**src/rtl/alu_issue_pkg.sv**
```systemverilog
// Shared constants for the ALU issue controller: opcodes, FSM states, instruction field layout.
package alu_issue_pkg;

  localparam logic [5:0] OP_RTYPE = 6'b000000;
  localparam logic [5:0] OP_ADDI  = 6'b001000;
  localparam logic [5:0] OP_ADDIU = 6'b001001;
  localparam logic [5:0] OP_ANDI  = 6'b001100;
  localparam logic [5:0] OP_ORI   = 6'b001101;
  localparam logic [5:0] OP_XORI  = 6'b001110;
  localparam logic [5:0] OP_SLTI  = 6'b001010;
  localparam logic [5:0] OP_BEQ   = 6'b000100;
  localparam logic [5:0] OP_BNE   = 6'b000101;

  localparam int unsigned OPC_LSB   = 26;
  localparam int unsigned RS_LSB    = 21;
  localparam int unsigned RT_LSB    = 16;
  localparam int unsigned RD_LSB    = 11;
  localparam int unsigned SHAMT_LSB = 6;
  localparam int unsigned FUNCT_LSB = 0;
  localparam int unsigned IMM_LSB   = 0;

  localparam int unsigned OPC_W   = 6;
  localparam int unsigned REG_W   = 5;
  localparam int unsigned SHAMT_W = 5;
  localparam int unsigned FUNCT_W = 6;
  localparam int unsigned IMM_W   = 16;

  typedef enum logic [1:0] {
    ST_IDLE   = 2'd0,
    ST_DECODE = 2'd1,
    ST_EXEC   = 2'd2,
    ST_WB     = 2'd3
  } state_t;

  function automatic logic is_imm_alu(input logic [5:0] op);
    return (op == OP_ADDI) || (op == OP_ADDIU) || (op == OP_ANDI) ||
           (op == OP_ORI)  || (op == OP_XORI)  || (op == OP_SLTI);
  endfunction

  function automatic logic is_branch(input logic [5:0] op);
    return (op == OP_BEQ) || (op == OP_BNE);
  endfunction

endpackage

```
**src/rtl/alu_issue_ctrl_reg_file.sv**
```systemverilog
// Register file: two asynchronous read ports, one synchronous write port, register 0 reads zero.
module reg_file #(
  parameter int unsigned NUM_REGS = 32,
  parameter int unsigned DATA_W   = 32,
  parameter int unsigned ADDR_W   = 5
) (
  input  logic              clk,
  input  logic              rst,
  input  logic [ADDR_W-1:0] ra1,
  input  logic [ADDR_W-1:0] ra2,
  output logic [DATA_W-1:0] rd1,
  output logic [DATA_W-1:0] rd2,
  input  logic              we,
  input  logic [ADDR_W-1:0] wa,
  input  logic [DATA_W-1:0] wd
);

  logic [DATA_W-1:0] mem [NUM_REGS];

  always_ff @(posedge clk or posedge rst) begin
    if (rst) begin
      for (int unsigned i = 0; i < NUM_REGS; i++) mem[i] <= '0;
    end else if (we && (wa != '0)) begin
      mem[wa] <= wd;
    end
  end

  assign rd1 = (ra1 == '0) ? '0 : mem[ra1];
  assign rd2 = (ra2 == '0) ? '0 : mem[ra2];

endmodule

```
**src/rtl/alu_issue_ctrl.sv**
```systemverilog
// Issue/write-back controller for the combinational ALU: latch, decode, execute, write back.
module alu_issue_ctrl #(
  parameter int unsigned NUM_REGS = 32,
  parameter int unsigned DATA_W   = 32
) (
  input  logic              clk,
  input  logic              rst,
  input  logic              instr_valid,
  input  logic [31:0]       instr,
  output logic              instr_ready,
  output logic [5:0]        opcode,
  output logic [DATA_W-1:0] rs_content,
  output logic [DATA_W-1:0] rt_content,
  output logic [4:0]        shamt,
  output logic [5:0]        ALU_control,
  output logic [15:0]       immediate,
  input  logic [DATA_W-1:0] ALU_result,
  input  logic              sig_branch,
  output logic              wb_valid,
  output logic [4:0]        wb_reg,
  output logic [DATA_W-1:0] wb_data,
  output logic              branch_taken,
  output logic              illegal_op
);
  import alu_issue_pkg::*;

  state_t            state, state_nxt;
  logic [31:0]       instr_q;
  logic [DATA_W-1:0] rf_rd1, rf_rd2;
  logic [REG_W-1:0]  dest;
  logic              dest_branch, dest_illegal;
  logic [OPC_W-1:0]  opc_q;

  assign opc_q = instr_q[OPC_LSB +: OPC_W];

  always_ff @(posedge clk or posedge rst) begin
    if (rst) state <= ST_IDLE;
    else     state <= state_nxt;
  end

  always_comb begin
    state_nxt   = state;
    instr_ready = 1'b0;
    wb_valid    = 1'b0;
    case (state)
      ST_IDLE: begin
        instr_ready = 1'b1;
        if (instr_valid) state_nxt = ST_DECODE;
      end
      ST_DECODE: state_nxt = ST_EXEC;
      ST_EXEC:   state_nxt = ST_WB;
      ST_WB: begin
        wb_valid  = 1'b1;
        state_nxt = ST_IDLE;
      end
      default:   state_nxt = ST_IDLE;
    endcase
  end

  always_ff @(posedge clk or posedge rst) begin
    if (rst)                                   instr_q <= '0;
    else if ((state == ST_IDLE) && instr_valid) instr_q <= instr;
  end

  // Field outputs are loaded only in DECODE so they stay stable through EXEC and WB.
  always_ff @(posedge clk or posedge rst) begin
    if (rst) begin
      opcode      <= '0;
      rs_content  <= '0;
      rt_content  <= '0;
      shamt       <= '0;
      ALU_control <= '0;
      immediate   <= '0;
    end else if (state == ST_DECODE) begin
      opcode      <= opc_q;
      rs_content  <= rf_rd1;
      rt_content  <= rf_rd2;
      shamt       <= instr_q[SHAMT_LSB +: SHAMT_W];
      ALU_control <= instr_q[FUNCT_LSB +: FUNCT_W];
      immediate   <= instr_q[IMM_LSB +: IMM_W];
    end
  end

  always_comb begin
    dest         = '0;
    dest_branch  = 1'b0;
    dest_illegal = 1'b0;
    if (opc_q == OP_RTYPE)   dest = instr_q[RD_LSB +: REG_W];
    else if (is_imm_alu(opc_q)) dest = instr_q[RT_LSB +: REG_W];
    else if (is_branch(opc_q))  dest_branch = 1'b1;
    else                        dest_illegal = 1'b1;
  end

  always_ff @(posedge clk or posedge rst) begin
    if (rst) begin
      wb_reg       <= '0;
      wb_data      <= '0;
      branch_taken <= 1'b0;
      illegal_op   <= 1'b0;
    end else if (state == ST_EXEC) begin
      wb_reg       <= dest;
      wb_data      <= ALU_result;
      branch_taken <= dest_branch & sig_branch;
      illegal_op   <= dest_illegal;
    end
  end

  reg_file #(
    .NUM_REGS (NUM_REGS),
    .DATA_W   (DATA_W),
    .ADDR_W   (REG_W)
  ) u_reg_file (
    .clk (clk),
    .rst (rst),
    .ra1 (instr_q[RS_LSB +: REG_W]),
    .ra2 (instr_q[RT_LSB +: REG_W]),
    .rd1 (rf_rd1),
    .rd2 (rf_rd2),
    .we  (state == ST_WB),
    .wa  (wb_reg),
    .wd  (wb_data)
  );

endmodule

```
**config.mk**
```make
export PLATFORM = sky130hd
export DESIGN_NAME = alu_issue_ctrl
export DESIGN_NICKNAME = d
export VERILOG_FILES = /design/src/rtl/alu_issue_pkg.sv /design/src/rtl/alu_issue_ctrl_reg_file.sv /design/src/rtl/alu_issue_ctrl.sv
export SDC_FILE = /design/constraint.sdc
export NUM_CORES = 2
export LEC_CHECK = 0
export BUFFER_PORTS_ARGS = -buffer_cell sky130_fd_sc_hd__clkbuf_2
export CORE_ASPECT_RATIO = 0.5
export CORE_MARGIN = 2
export CORE_UTILIZATION = 33
export DETAILED_ROUTE_END_ITERATION = 7
export PLACE_DENSITY = 0.57
export SETUP_SLACK_MARGIN = 0.4
export SYNTH_ARGS = -nofsm -noshare
export SYNTH_HDL_FRONTEND = slang
export SYNTH_SLANG_ARGS = --single-unit
export TNS_END_PERCENT = 20
```
**constraint.sdc**
```tcl
create_clock -name clk -period 53.2 [get_ports clk]
set_input_delay 2.66 -clock clk [delete_from_list [all_inputs] [get_ports clk]]
set_output_delay 2.66 -clock clk [all_outputs]
set_load 0.005 [all_outputs]
```
# ---- Word-level counts from Yosys, hierarchy flattened
# Index checks and enable logic that the tools add are counted.
dict set report classes {
  addsub 0
  multipliers 0
  n_div 0
  order_cmp 4
  n_eq_ne 12
  shifts 0
  muxes 23
  n_bitwise 4
  n_reduce_logical 14
}
# operator count
set op_table {}
lappend op_table {{$bwmux W1024} 1}
lappend op_table {{$bmux W32 S5} 2}
lappend op_table {{$mux W32} 7}
lappend op_table {{$demux W32 S5} 1}
lappend op_table {{$eq A6 B4 Y1 const B} 6}
lappend op_table {{$ge A6 B6 Y1 const B} 3}
lappend op_table {{$not A5 Y6} 3}
lappend op_table {{$eq A6 B3 Y1 const B} 2}
lappend op_table {{$logic_not A5 Y1} 2}
lappend op_table {{$mux W5} 2}
lappend op_table {{$mux W1} 8}
lappend op_table {{$pmux W2 S4} 1}
lappend op_table {{$logic_not A6 Y1} 1}
lappend op_table {{$logic_or A1 B1 Y1} 6}
lappend op_table {{$lt A6 B1 Y1 const B} 1}
lappend op_table {{$reduce_bool A5 Y1} 1}
lappend op_table {{$eq A2 B2 Y1 const B} 2}
lappend op_table {{$logic_and A1 B1 Y1} 3}
lappend op_table {{$eq A2 B1 Y1 const B} 1}
lappend op_table {{$logic_not A2 Y1} 1}
lappend op_table {{$mux W2} 1}
lappend op_table {{$ne A2 B2 Y1 const B} 1}
lappend op_table {{$and A1 B1 Y1} 1}
dict set report word_totals {
  register_bits 1194
  latchBits 0
  ram_bits 0
  rom_bits 0
  wordCells 101
  n_memories 0
}

# ---- Longest topological paths before layout
dict set report depth {
  word_depth 9
  mapped_depth 9
  depth_no_buf 6
}

# ---- Modules after synthesis
# Synthesis repeated with hierarchy kept, for this count alone.
dict set report hier_totals {
  hier_cells 4050
  hier_area_um2 60526.8
}
# module n_inst cells_per_inst area_per_inst_um2 seq_area_each_um2
set by_module_without_submodules {}
lappend by_module_without_submodules {reg_file 1 3679 54439.7 25624.6}
lappend by_module_without_submodules {alu_issue_ctrl 1 371 6087.1 3978.8}

# ---- Worst setup path before layout
# OpenSTA, ideal clock, no wires.
dict set report synth_timing {
  path_kind {input-to-reg}
  start {in instr_valid}
  end {reg instr_q[0]}
  t_arrival_ps 3490
  t_required_ps 53075
  setup_slack_ps 49585
  cell_stages 3
  path_buffers 1
  path_cell_list {nand2_1 buf_1 mux2_2}
}
dict set report synth_via {
  elab_chain_cells 1
}
# element line
set synth_lines {}
lappend synth_lines {{start, declared} alu_issue_ctrl.sv:8} ;# input logic instr_valid,
lappend synth_lines {{$logic_and A1 B1 Y1} alu_issue_ctrl.sv:62} ;# else if ((state == ST_IDLE) && instr_valid) instr_q <= instr;
lappend synth_lines {{end signal, assigned} alu_issue_ctrl.sv:62}
lappend synth_lines {{end, declared} alu_issue_ctrl.sv:28} ;# logic [31:0] instr_q;
# Every way passes these cells.
# A chain may end at the register's enable or synchronous reset.

==> flow_metrics.py <==
metrics = {
    "worst_setup_path": {
        "crit_fanout": 118,
        "crit_slowest_cell": "buf_4",
        "worstPathCellList": "clkbuf_2 > inv_8 > buf_4 > buf_4 > buf_4",
        "r2r_slack_ns": 49.00,
        "startpoint_type": "input pin",
        "cp-end-kind": "async pin",
        "r2r.worst_path.cells": 6,
        "crit_top_cell": "buf_4",
        "critPathKind": "in -> async",
        "crit_path_start": "rst",
        "cp.required_ns": 54.00,
        "r2r-start": "instr_q[16]",
        "arrival_ns": 6.14,
        "critical-path-max-stage-delay_ns": 0.91,
    },
    "route": {
        "vias": 38200,
        "drc": 0,
        "ant_nets": 0,
        "drt-total-wl_um": 197200,
        "dr.pass1.iters": 5,
        "initialDrtViolationCount": 3061,
        "viasPerCell": 5.852,
        "wire_per_inst_um": 30.22,
    },
    "cts": {
        "cts.hold.buffers_added": 0,
        "clkLatencyLatePin_ns": 0.76,
        "postCtsSetupBuffers": 0,
        "post_cts_resized": 0,
        "clkTransAtPathRegs_ns": 0.06,
        "numCtsBuffers": 121,
        "tritoncts": "yes",
        "clk_path_buf_depth": 3,
        "cts_htree_levels": 3,
        "cts_sinks": 1183,
        "cts_root_buffer": "clkbuf_16",
    },
    "yosys": {
        "synthArstFlopShare": 1.000,
        "yosysWarningCount": 0,
        "synth.cells.most_frequent": "dfrtp_1 (1183), mux2_2 (1078), mux4_2 (409)",
        "synth_edf_count": 0,
        "synth_seq_cells": 1183,
        "synth-seq-area-share": 0.4930,
        "synth-main-ff-cell": "dfrtp_1",
        "synth_nets": 4127,
        "syn_inst": 4055,
        "synth.distinct_cells": 46,
        "avgSynthCellArea_um2": 14.81,
        "yosysTopAreaCell": "dfrtp_1",
        "synth_top_area_frac": 0.4930,
        "yosysMostFrequentCell": "dfrtp_1",
        "synthTopCellsByArea": "dfrtp_1 (49%), mux2_2 (20%), mux4_2 (15%), mux2i_1 (3.7%), a211oi_1 (1.6%)",
        "syn_area_mm2": 0.06005,
    },
    "cells_and_area": {
        "regMostFlops": "u_reg_file.mem",
        "fillerInstances": 16830,
        "nets": 4090,
        "drive_above_1_share": 0.4987,
        "area_delta_synth_final_pct": 12.43,
        "n_antenna_cell": 0,
        "largest_reg_flops": 1024,
        "fin_util": 0.3744,
    },
    "global_routing": {
        "grt_max_degree": 156,
        "grt_pass1_wl_um": 288000,
        "grtUsageTotal": 0.2105,
        "grt_pass1_vias": 40520,
        "antenna_found_initial": 2,
        "grt-ovfl-total": 0,
    },
    "sta": {
        "hold_viol_final": 0,
        "worst_pin_slew_ns": 1.219,
        "skew_ns": 0.03269,
        "slew_viol_final": 0,
        "rsz0062_at_grt": "no",
        "hold_slack_ns": 0.3941,
        "min_period_over_period": 0.1004,
        "min_period_ns": 5.341,
        "slew_headroom": 0.1873,
        "setup_viol": 0,
        "fmax_mhz": 187.2,
        "tns_ns": 0,
    },
    "die": {
        "core_area_mm2": 0.1803,
        "fp.dieArea_mm2": 0.1856,
        "num_rows": 110,
        "initial_utilization": 0.3331,
        "pin_count": 206,
        "die_x_um": 607.3,
        "dieHeight_um": 305.6,
    },
    "worst_hold_path": {
        "holdPathStages": 0,
        "hold_path.startpoint": "u_reg_file.mem[1017]",
        "hp-class": "reg -> reg",
    },
    "job": {
        "max_cap_viol_count": 0,
    },
    "placement": {
        "port_buffers": 205,
        "hpwl_um": 107000,
        "gp_congestion": 0.7759,
    },
    "outcome": {
        "status": "complete, no violations",
    },
    "power_and_ir_drop": {
        "leakage_nw": 30.35,
        "power_density_mw_per_mm2": 61.60,
        "max-vdd-ir-drop_v": 0.00004682,
    },
}
==> area by class of cell <==
| type | count | area [um^2] | share of cell area |
|---|---|---|---|
| sequential | 1183 | 29630 | 0.4389 |
| multi-input combinational | 2403 | 28610 | 0.4238 |
| clock buffer | 171 | 3592 | 0.05321 |
| tap | 2408 | 3013 | 0.04463 |
| timing repair buffer | 300 | 1789 | 0.02650 |
| clock inverter | 53 | 838.3 | 0.01242 |
| inverter | 9 | 42.54 | 0.0006301 |
==> cells in the final DEF (no fill, tap or decap), types with 3 or more instances in the layout <==
cell and n:
nor3b_1 6, a22oi_1 67, nand2_1 130, nor3_1 3, nand3b_1 5, nand2_2 16, inv_1 6, dfrtp_1 1175
a21oi_1 10, a22o_1 31, o22ai_1 66, clkbuf_8 27, nor2_4 21, bufinv_16 22, o221ai_1 31, mux2_1 8
a2111oi_0 4, clkbuf_16 126, clkinvlp_4 3, mux4_1 5, nor2b_1 33, mux4_2 409, clkinv_2 27, a211o_1 31
dfrtp_4 6, clkbuf_2 205, mux2i_1 222, o21ai_0 4, buf_12 4, nor2_1 9, a32o_1 31, mux2_2 1078
a211oi_1 124, a2bb2oi_1 31, clkbuf_1 18, buf_4 91
==> final timing paths <==
path / to
min: u_reg_file.mem[1017]
max: u_reg_file.mem[175]
max reg2reg: rt_content[6]
max in group clk: wb_data[31]
min in group asynchronous: wb_data[7]
min reg2reg: u_reg_file.mem[1017]
==> critical path, delay by kind of cell <==
kind                   cells  cell delay (ns)
buffers and inverters      5             3.24
==> per-layer routing <==
layer | track usage | up-vias | wire, um | share of wire
li1 | - | 15480 | - | -
met1 | 0.2766 | 20980 | 82620 | 0.42
met2 | 0.3472 | 1384 | 94860 | 0.48
met3 | 0.04024 | 352 | 12450 | 0.063
met4 | 0.07656 | 2 | 7290 | 0.037
met5 | 0 | - | 13 | 0.000066
==> power by group <==
| group | switching [W] | internal, W | leakage (nW) | total, W |
|---|---|---|---|---|
| sequential | 0.000377 | 0.00120 | 15.8 | 0.00158 |
| clock | 0.000377 | 0.000574 | 2.19 | 0.000950 |
| combinational | 0.000833 | 0.000795 | 12.4 | 0.00163 |
==> logic make-up (layout without fill, tap and decap cells) <==
family,count (synthesis),in the layout,share of synthesized area
buffers and inverters,469,533,0.03532
and+or+nand+nor,242,242,0.01802
adders and majority gates,4,4,0.0008335
muxes,1722,1722,0.3962
AOI/OAI and AO/OA,435,435,0.05661
DFF,1183,1183,0.4930
==> stage by stage <==
stage                     setup slack [ns]  power (W)  area (um^2)  std cells
after floorplan                      17.22   0.002634        60050       4055
after global placement               47.07   0.003153        63080       6303
after detailed placement             46.93   0.003212        63080       6303
after CTS                            47.75   0.004168        67510       6527
after global routing                 47.28   0.004349        67510       6527
final                                47.86   0.004159        67510       6527
Power figures use the tool's default switching activity.
